### src/rtl/mem_bus_pkg.sv
// Shared constants and types for the memory-mapped data window arbiter.
// The window bounds and wait-counter width live here so the sub-module and top stay in step.
package mem_bus_pkg;

    localparam logic [1:0] IDLE   = 2'd0;
    localparam logic [1:0] ACCESS = 2'd1;
    localparam logic [1:0] RESP   = 2'd2;
    localparam logic [1:0] ERROR  = 2'd3;

    localparam logic [31:0] DATA_WIN_BASE  = 32'h0000_0500;
    localparam logic [31:0] DATA_WIN_LIMIT = 32'h0000_08FF;

    localparam int CNT_W = 4;

    typedef struct packed {
        logic [31:0] addr;
        logic        we;
    } req_t;

endpackage

### src/rtl/addr_window.sv
// Inclusive range check of a byte address against the data window.
module addr_window #(
    parameter logic [31:0] BASE_ADDR  = 32'h0000_0500,
    parameter logic [31:0] LIMIT_ADDR = 32'h0000_08FF
) (
    input  logic [31:0] addr_i,
    output logic        in_win_o
);

    assign in_win_o = (addr_i >= BASE_ADDR) && (addr_i <= LIMIT_ADDR);

endmodule

### src/rtl/mem_bus_arbiter.sv
// Round-robin two-port arbiter and fixed-wait access sequencer for the data window.
// Out-of-window requests are answered with Ack+Err without touching the memory.
module mem_bus_arbiter
    import mem_bus_pkg::*;
#(
    parameter logic [31:0] BASE_ADDR   = DATA_WIN_BASE,
    parameter logic [31:0] LIMIT_ADDR  = DATA_WIN_LIMIT,
    parameter int          WAIT_STATES = 2,
    parameter int          DATA_W      = 32
) (
    input  logic              CLK,
    input  logic              RST,
    input  logic              Req0,
    input  logic              Req1,
    input  logic [31:0]       Addr0,
    input  logic [31:0]       Addr1,
    input  logic              WE0,
    input  logic              WE1,
    input  logic [DATA_W-1:0] WData0,
    input  logic [DATA_W-1:0] WData1,
    output logic              Ack0,
    output logic              Ack1,
    output logic              Err0,
    output logic              Err1,
    output logic [DATA_W-1:0] RData0,
    output logic [DATA_W-1:0] RData1,
    output logic              MemCS,
    output logic              MemWE,
    output logic [31:0]       MemAddr,
    output logic [DATA_W-1:0] MemWData,
    input  logic [DATA_W-1:0] MemRData
);

    logic [1:0]             state_q, state_d;
    logic [CNT_W-1:0]       cnt_q, cnt_d;
    logic                   grant_q, grant_d;
    logic                   last_q, last_d;
    logic [31:0]            addr_q, addr_d;
    logic                   we_q, we_d;
    logic [DATA_W-1:0]      wdata_q, wdata_d;
    logic [1:0]             ack_q, ack_d;
    logic [1:0]             err_q, err_d;
    logic [1:0][DATA_W-1:0] rdata_q, rdata_d;

    logic              win;
    logic              in_win;
    req_t              win_req;
    logic [DATA_W-1:0] win_wdata;

    // Under contention the requester not served last time wins.
    assign win       = (Req0 && Req1) ? ~last_q : Req1;
    assign win_req   = win ? '{addr: Addr1, we: WE1} : '{addr: Addr0, we: WE0};
    assign win_wdata = win ? WData1 : WData0;

    addr_window #(
        .BASE_ADDR (BASE_ADDR),
        .LIMIT_ADDR(LIMIT_ADDR)
    ) u_addr_window (
        .addr_i  (win_req.addr),
        .in_win_o(in_win)
    );

    always_comb begin
        state_d = state_q;
        cnt_d   = cnt_q;
        grant_d = grant_q;
        last_d  = last_q;
        addr_d  = addr_q;
        we_d    = we_q;
        wdata_d = wdata_q;
        rdata_d = rdata_q;
        ack_d   = '0;
        err_d   = '0;
        case (state_q)
            IDLE: begin
                if (Req0 || Req1) begin
                    grant_d = win;
                    we_d    = win_req.we;
                    if (in_win) begin
                        addr_d  = win_req.addr - BASE_ADDR;
                        wdata_d = win_wdata;
                        cnt_d   = CNT_W'(WAIT_STATES);
                        state_d = ACCESS;
                    end else begin
                        ack_d[win]   = 1'b1;
                        err_d[win]   = 1'b1;
                        rdata_d[win] = '0;
                        state_d      = ERROR;
                    end
                end
            end
            ACCESS: begin
                if (cnt_q == '0) begin
                    ack_d[grant_q]   = 1'b1;
                    rdata_d[grant_q] = we_q ? '0 : MemRData;
                    state_d          = RESP;
                end else begin
                    cnt_d = cnt_q - CNT_W'(1);
                end
            end
            default: begin
                last_d  = grant_q;
                state_d = IDLE;
            end
        endcase
    end

    always_ff @(posedge CLK or posedge RST) begin
        if (RST) begin
            state_q <= IDLE;
            cnt_q   <= '0;
            grant_q <= 1'b0;
            last_q  <= 1'b1;
            addr_q  <= '0;
            we_q    <= 1'b0;
            wdata_q <= '0;
            ack_q   <= '0;
            err_q   <= '0;
            rdata_q <= '0;
        end else begin
            state_q <= state_d;
            cnt_q   <= cnt_d;
            grant_q <= grant_d;
            last_q  <= last_d;
            addr_q  <= addr_d;
            we_q    <= we_d;
            wdata_q <= wdata_d;
            ack_q   <= ack_d;
            err_q   <= err_d;
            rdata_q <= rdata_d;
        end
    end

    // Strobes decode straight from state so reset kills them without a clock.
    assign MemCS    = (state_q == ACCESS);
    assign MemWE    = (state_q == ACCESS) && we_q;
    assign MemAddr  = addr_q;
    assign MemWData = wdata_q;

    assign Ack0   = ack_q[0];
    assign Ack1   = ack_q[1];
    assign Err0   = err_q[0];
    assign Err1   = err_q[1];
    assign RData0 = rdata_q[0];
    assign RData1 = rdata_q[1];

endmodule

### config.mk
export PLATFORM = sky130hd
export DESIGN_NAME = mem_bus_arbiter
export DESIGN_NICKNAME = d
export VERILOG_FILES = /design/src/rtl/mem_bus_pkg.sv /design/src/rtl/addr_window.sv /design/src/rtl/mem_bus_arbiter.sv
export SDC_FILE = /design/constraint.sdc
export NUM_CORES = 1
export LEC_CHECK = 0
export ABC_AREA = 1
export CAP_MARGIN = 20
export CORE_MARGIN = 5
export CORE_UTILIZATION = 46
export CTS_BUF_LIST = sky130_fd_sc_hd__clkbuf_16
export DETAILED_ROUTE_END_ITERATION = 10
export DONT_BUFFER_PORTS = 1
export PLACE_DENSITY_LB_ADDON = 0.1
export RECOVER_POWER = 50
export SYNTH_ARGS = -nofsm -noshare
export SYNTH_HDL_FRONTEND = slang
export SYNTH_SLANG_ARGS = --single-unit
export TNS_END_PERCENT = 10
### constraint.sdc
create_clock -name CLK -period 5.2 [get_ports CLK]
set_clock_uncertainty 0.15 [all_clocks]
set_input_delay 0.78 -clock CLK [delete_from_list [all_inputs] [get_ports CLK]]
set_output_delay 0.78 -clock CLK [all_outputs]
set_load 0.03 [all_outputs]
==> metrics.md <==
| Metric | Value |
|---|---|
| Result of the run | finished with violations |
| Failing checks | max-capacitance violations, max-slew violations |
| Buffer cell driving the clock tree root | sky130_fd_sc_hd__clkbuf_16 |
| Maximum fanout along the worst path | 48 |
| Antenna Cells | 0 |
| Fraction of layout cells with a size suffix above 1 | 0.06363 |
| Post-synthesis cell count | between 1,000 and 1,500 |
| ANT nets after route | 0 |
| Hold_buf cts | 0 |
| Number of levels the H-tree was split into | 4 |
| Max-slew violations | between 40 and 50 |
| Clock slew at reported path FFs | 0.06 ns |
| Number of top-level pins | 300 |
| Post-route DRC | 0 |
| Seq/Total Area, Yosys | 0.4522 |
| Count of routing violations after the opening detailed-route iteration | between 400 and 500 |
| Die boundary height | roughly 140 um |
| Worst Hold Margin | around 0.32 ns |
| Cell accounting for the most synthesized area | sky130_fd_sc_hd__dfrtp_1 |
| Type of element capturing the critical path | flop |
| Portion of synthesized cell area occupied by the leading cell type | 0.4489 |
| Global route total overflow | 0 |
| Clock buffer depth | 2 |
| Post-layout nets | around 1,200 |
| Cts bufs inserted | 17 |
| Worst slew pin tran | 1.785 ns |
| Total half-perimeter wirelength after legalization and detailed placement | between 15 and 20 mm |
| CP startpoint kind | flop |
| Critical path start-end classification | reg2reg |
| Clock tree from TritonCTS | yes |
| Count of standard-cell rows | between 40 and 50 |
| Detailed-route wire length | ~23 mm |
| Max Cap Viol | 1 |
| Number of library cell types mapped by synthesis | 32 |
| Power per standard cell area | about 520 nW/um^2 |
| Routed WL per cell | about 18 um |
| Number of vias after detailed routing | 6,799 |
| Post-route setup TNS | 0 ns |
| Shortest clock period the worst path allows after layout | 4.063 ns |
| RSZ-0062 raised after global routing | no |
| Commonest non-fill, non-tap cells in the layout | sky130_fd_sc_hd__nand2_1, sky130_fd_sc_hd__dfrtp_1, sky130_fd_sc_hd__nand3_1 |
| Flip-flop and latch count after synthesis | between 100 and 150 |
| Worst Hold Class | reg2reg |
| Floorplan Core Area | 16,640 um^2 |
| Final setup violation count | 0 |
| Total track usage | 0.2296 |
| Number of antenna violations at the first check in global routing | 0 |
| Area growth from synthesis to final layout | 7.342% |
| Initial Util | 0.4690 |
| Drt pass-1 iters | 7 |
| Netlist area before placement | ~7800 um^2 |
| Required @ worst endpoint | 5.36 ns |
| Die footprint | 19,670 um^2 |
| Clock network latency to the later pin of the worst-skew pair | roughly 0.42 ns |
| CTS-repair resized insts | 0 |
| Gpl congestion | between 0.8 and 0.9 |
| Floorplan die width | 140.3 um |
| Reported leakage power | around 4.6 nW |
| Count of warnings emitted by yosys | 0 |
| Sinks on Clock Net | roughly 140 |
| Arr. time, crit path | roughly 4.2 ns |
| Number of global-route vias before repair | approximately 6,400 |
| Largest net degree at the start of global routing | 70 |
| Final number of hold-violating endpoints | 0 |
| Highest attainable clock frequency | ~0.25 GHz |
| Post-Synthesis Mean Instance Area | ~7 um^2 |
| Net count after synthesis | around 1,300 |
| Worst max-slew margin expressed relative to the limit | -0.1965 |
| Number of buffers inserted by port buffering | 0 |
| Worst VDD drop | approximately 0.00028 V |
| Mean number of vias per cell | about 5.3 |
| Global-route wire length before repair | between 30 and 40 mm |
| Most common library cell in the layout ignoring fill and taps | sky130_fd_sc_hd__nand2_1 |
| Most area-consuming cells after synthesis | sky130_fd_sc_hd__dfrtp_1, sky130_fd_sc_hd__nand2_1, sky130_fd_sc_hd__nand4_1 |
| Portion of the clock cycle consumed by the worst path in the final layout | 0.7813 |
| Setup bufs post-CTS | 0 |
-- flip-flops by register name, summed over array words and instances, names as in the netlist --
| name | count |
|---|---|
| last_q | 1 |
| err_q | 2 |
| state_q | 2 |
| ack_q | 2 |
| MemAddr | 32 |
| cnt_q | 4 |
| RData0 | 32 |
| grant_q | 1 |
| MemWData | 32 |
| we_q | 1 |
| RData1 | 32 |
-- power by group --
part	internal, mW	total (mW)	switching, mW
Clock	0.704	1.19	0.483
Combinational	0.338	1.33	0.990
Sequential	1.29	1.87	0.573
Total	2.34	4.38	2.05
-- kinds of logic after synthesis --
family | after synthesis | share of synthesized area
and+or+nand+nor | 704 | 0.3902
xor gates and xnor gates | 4 | 0.004489
adders and majority gates | 4 | 0.006413
AOI/OAI and AO/OA | 84 | 0.05739
buffers and inverters | 146 | 0.08801
muxes | 1 | 0.001283
DFF | 141 | 0.4522
-- worst max-delay path, stage by stage, from the launching register on --
cell and delay, ns:
sky130_fd_sc_hd__dfstp_1 0.59, sky130_fd_sc_hd__nand2_4 0.20, sky130_fd_sc_hd__nand2_4 0.30, sky130_fd_sc_hd__buf_4 0.54
sky130_fd_sc_hd__nand2_1 0.10, sky130_fd_sc_hd__nand2_1 0.11, sky130_fd_sc_hd__nand4_1 0.12, sky130_fd_sc_hd__nor2_1 0.16
sky130_fd_sc_hd__nand2_1 0.15, sky130_fd_sc_hd__nand3_2 0.10, sky130_fd_sc_hd__buf_4 0.35, sky130_fd_sc_hd__nand3_2 0.70
sky130_fd_sc_hd__nand2_1 0.26, sky130_fd_sc_hd__nand2_1 0.07
-- cell usage after synthesis --
library cell and count:
sky130_fd_sc_hd__a21oi_1 1, sky130_fd_sc_hd__buf_1 14, sky130_fd_sc_hd__buf_2 18, sky130_fd_sc_hd__buf_4 7
sky130_fd_sc_hd__buf_6 12, sky130_fd_sc_hd__clkbuf_1 27, sky130_fd_sc_hd__clkinv_1 2, sky130_fd_sc_hd__dfrtp_1 140
sky130_fd_sc_hd__dfstp_2 1, sky130_fd_sc_hd__ha_1 4, sky130_fd_sc_hd__inv_1 64, sky130_fd_sc_hd__inv_2 2
sky130_fd_sc_hd__mux2i_1 1, sky130_fd_sc_hd__nand2_1 498, sky130_fd_sc_hd__nand2_4 2, sky130_fd_sc_hd__nand3_1 76
sky130_fd_sc_hd__nand3_2 3, sky130_fd_sc_hd__nand3b_1 23, sky130_fd_sc_hd__nand4_1 65, sky130_fd_sc_hd__nand4_2 1
sky130_fd_sc_hd__nor2_1 31, sky130_fd_sc_hd__nor2_2 2, sky130_fd_sc_hd__nor2_4 1, sky130_fd_sc_hd__nor3_1 1
sky130_fd_sc_hd__o211ai_1 1, sky130_fd_sc_hd__o21ai_0 71, sky130_fd_sc_hd__o21ai_1 3, sky130_fd_sc_hd__o21ai_2 6
sky130_fd_sc_hd__o22ai_1 2, sky130_fd_sc_hd__or2_2 1, sky130_fd_sc_hd__xnor2_1 3, sky130_fd_sc_hd__xor2_1 1
-- area by class of cell --
type	instances	area (um^2)
flip-flops and latches	141	3530
repair buffers	15	130.1
inverters	68	256.5
well taps	220	275.3
clock buffers	17	425.4
clock inverters	15	147.6
fillers	1688	8264
multi-input cells	797	3613
-- stage by stage --
stage,std cells,power (mW),area [um^2],utilization,setup slack [ns]
6_report,1273,4.383,8378,0.5034,1.137
5_1_grt,1273,4.668,8378,0.5034,0.7907
4_1_cts,1272,4.406,8357,0.5021,1.160
3_5_place_dp,1240,3.203,7784,0.4677,0.8729
3_3_place_gp,1240,3.186,7784,0.4677,0.9337
2_1_floorplan,1084,2.814,7805,-,0.4904
-- worst paths after layout --
check,startpoint,end,slack (ns),cells after the start
max reg2reg,last_q$_DFFE_PP1N_,RData0[6]$_DFFE_PP0P_,1.14,13
min reg2reg,state_q[1]$_DFFE_PP0P_,last_q$_DFFE_PP1N_,0.32,1
max in group asynchronous,RST,RData0[30]$_DFFE_PP0P_,2.34,2
min,state_q[1]$_DFFE_PP0P_,last_q$_DFFE_PP1N_,0.32,1
max,last_q$_DFFE_PP1N_,RData0[6]$_DFFE_PP0P_,1.14,13
min in group asynchronous,RST,MemWData[30]$_DFFE_PP0P_,0.53,1
-- per-layer routing --
metal	vias up	routed length, um	global-route usage
li1	3392	-	-
met1	3092	9727	0.2948
met2	297	11050	0.3629
met3	18	2438	0.08930
met4	0	228	0.06374
met5	-	0	0
(Power assumes the default switching activity.)
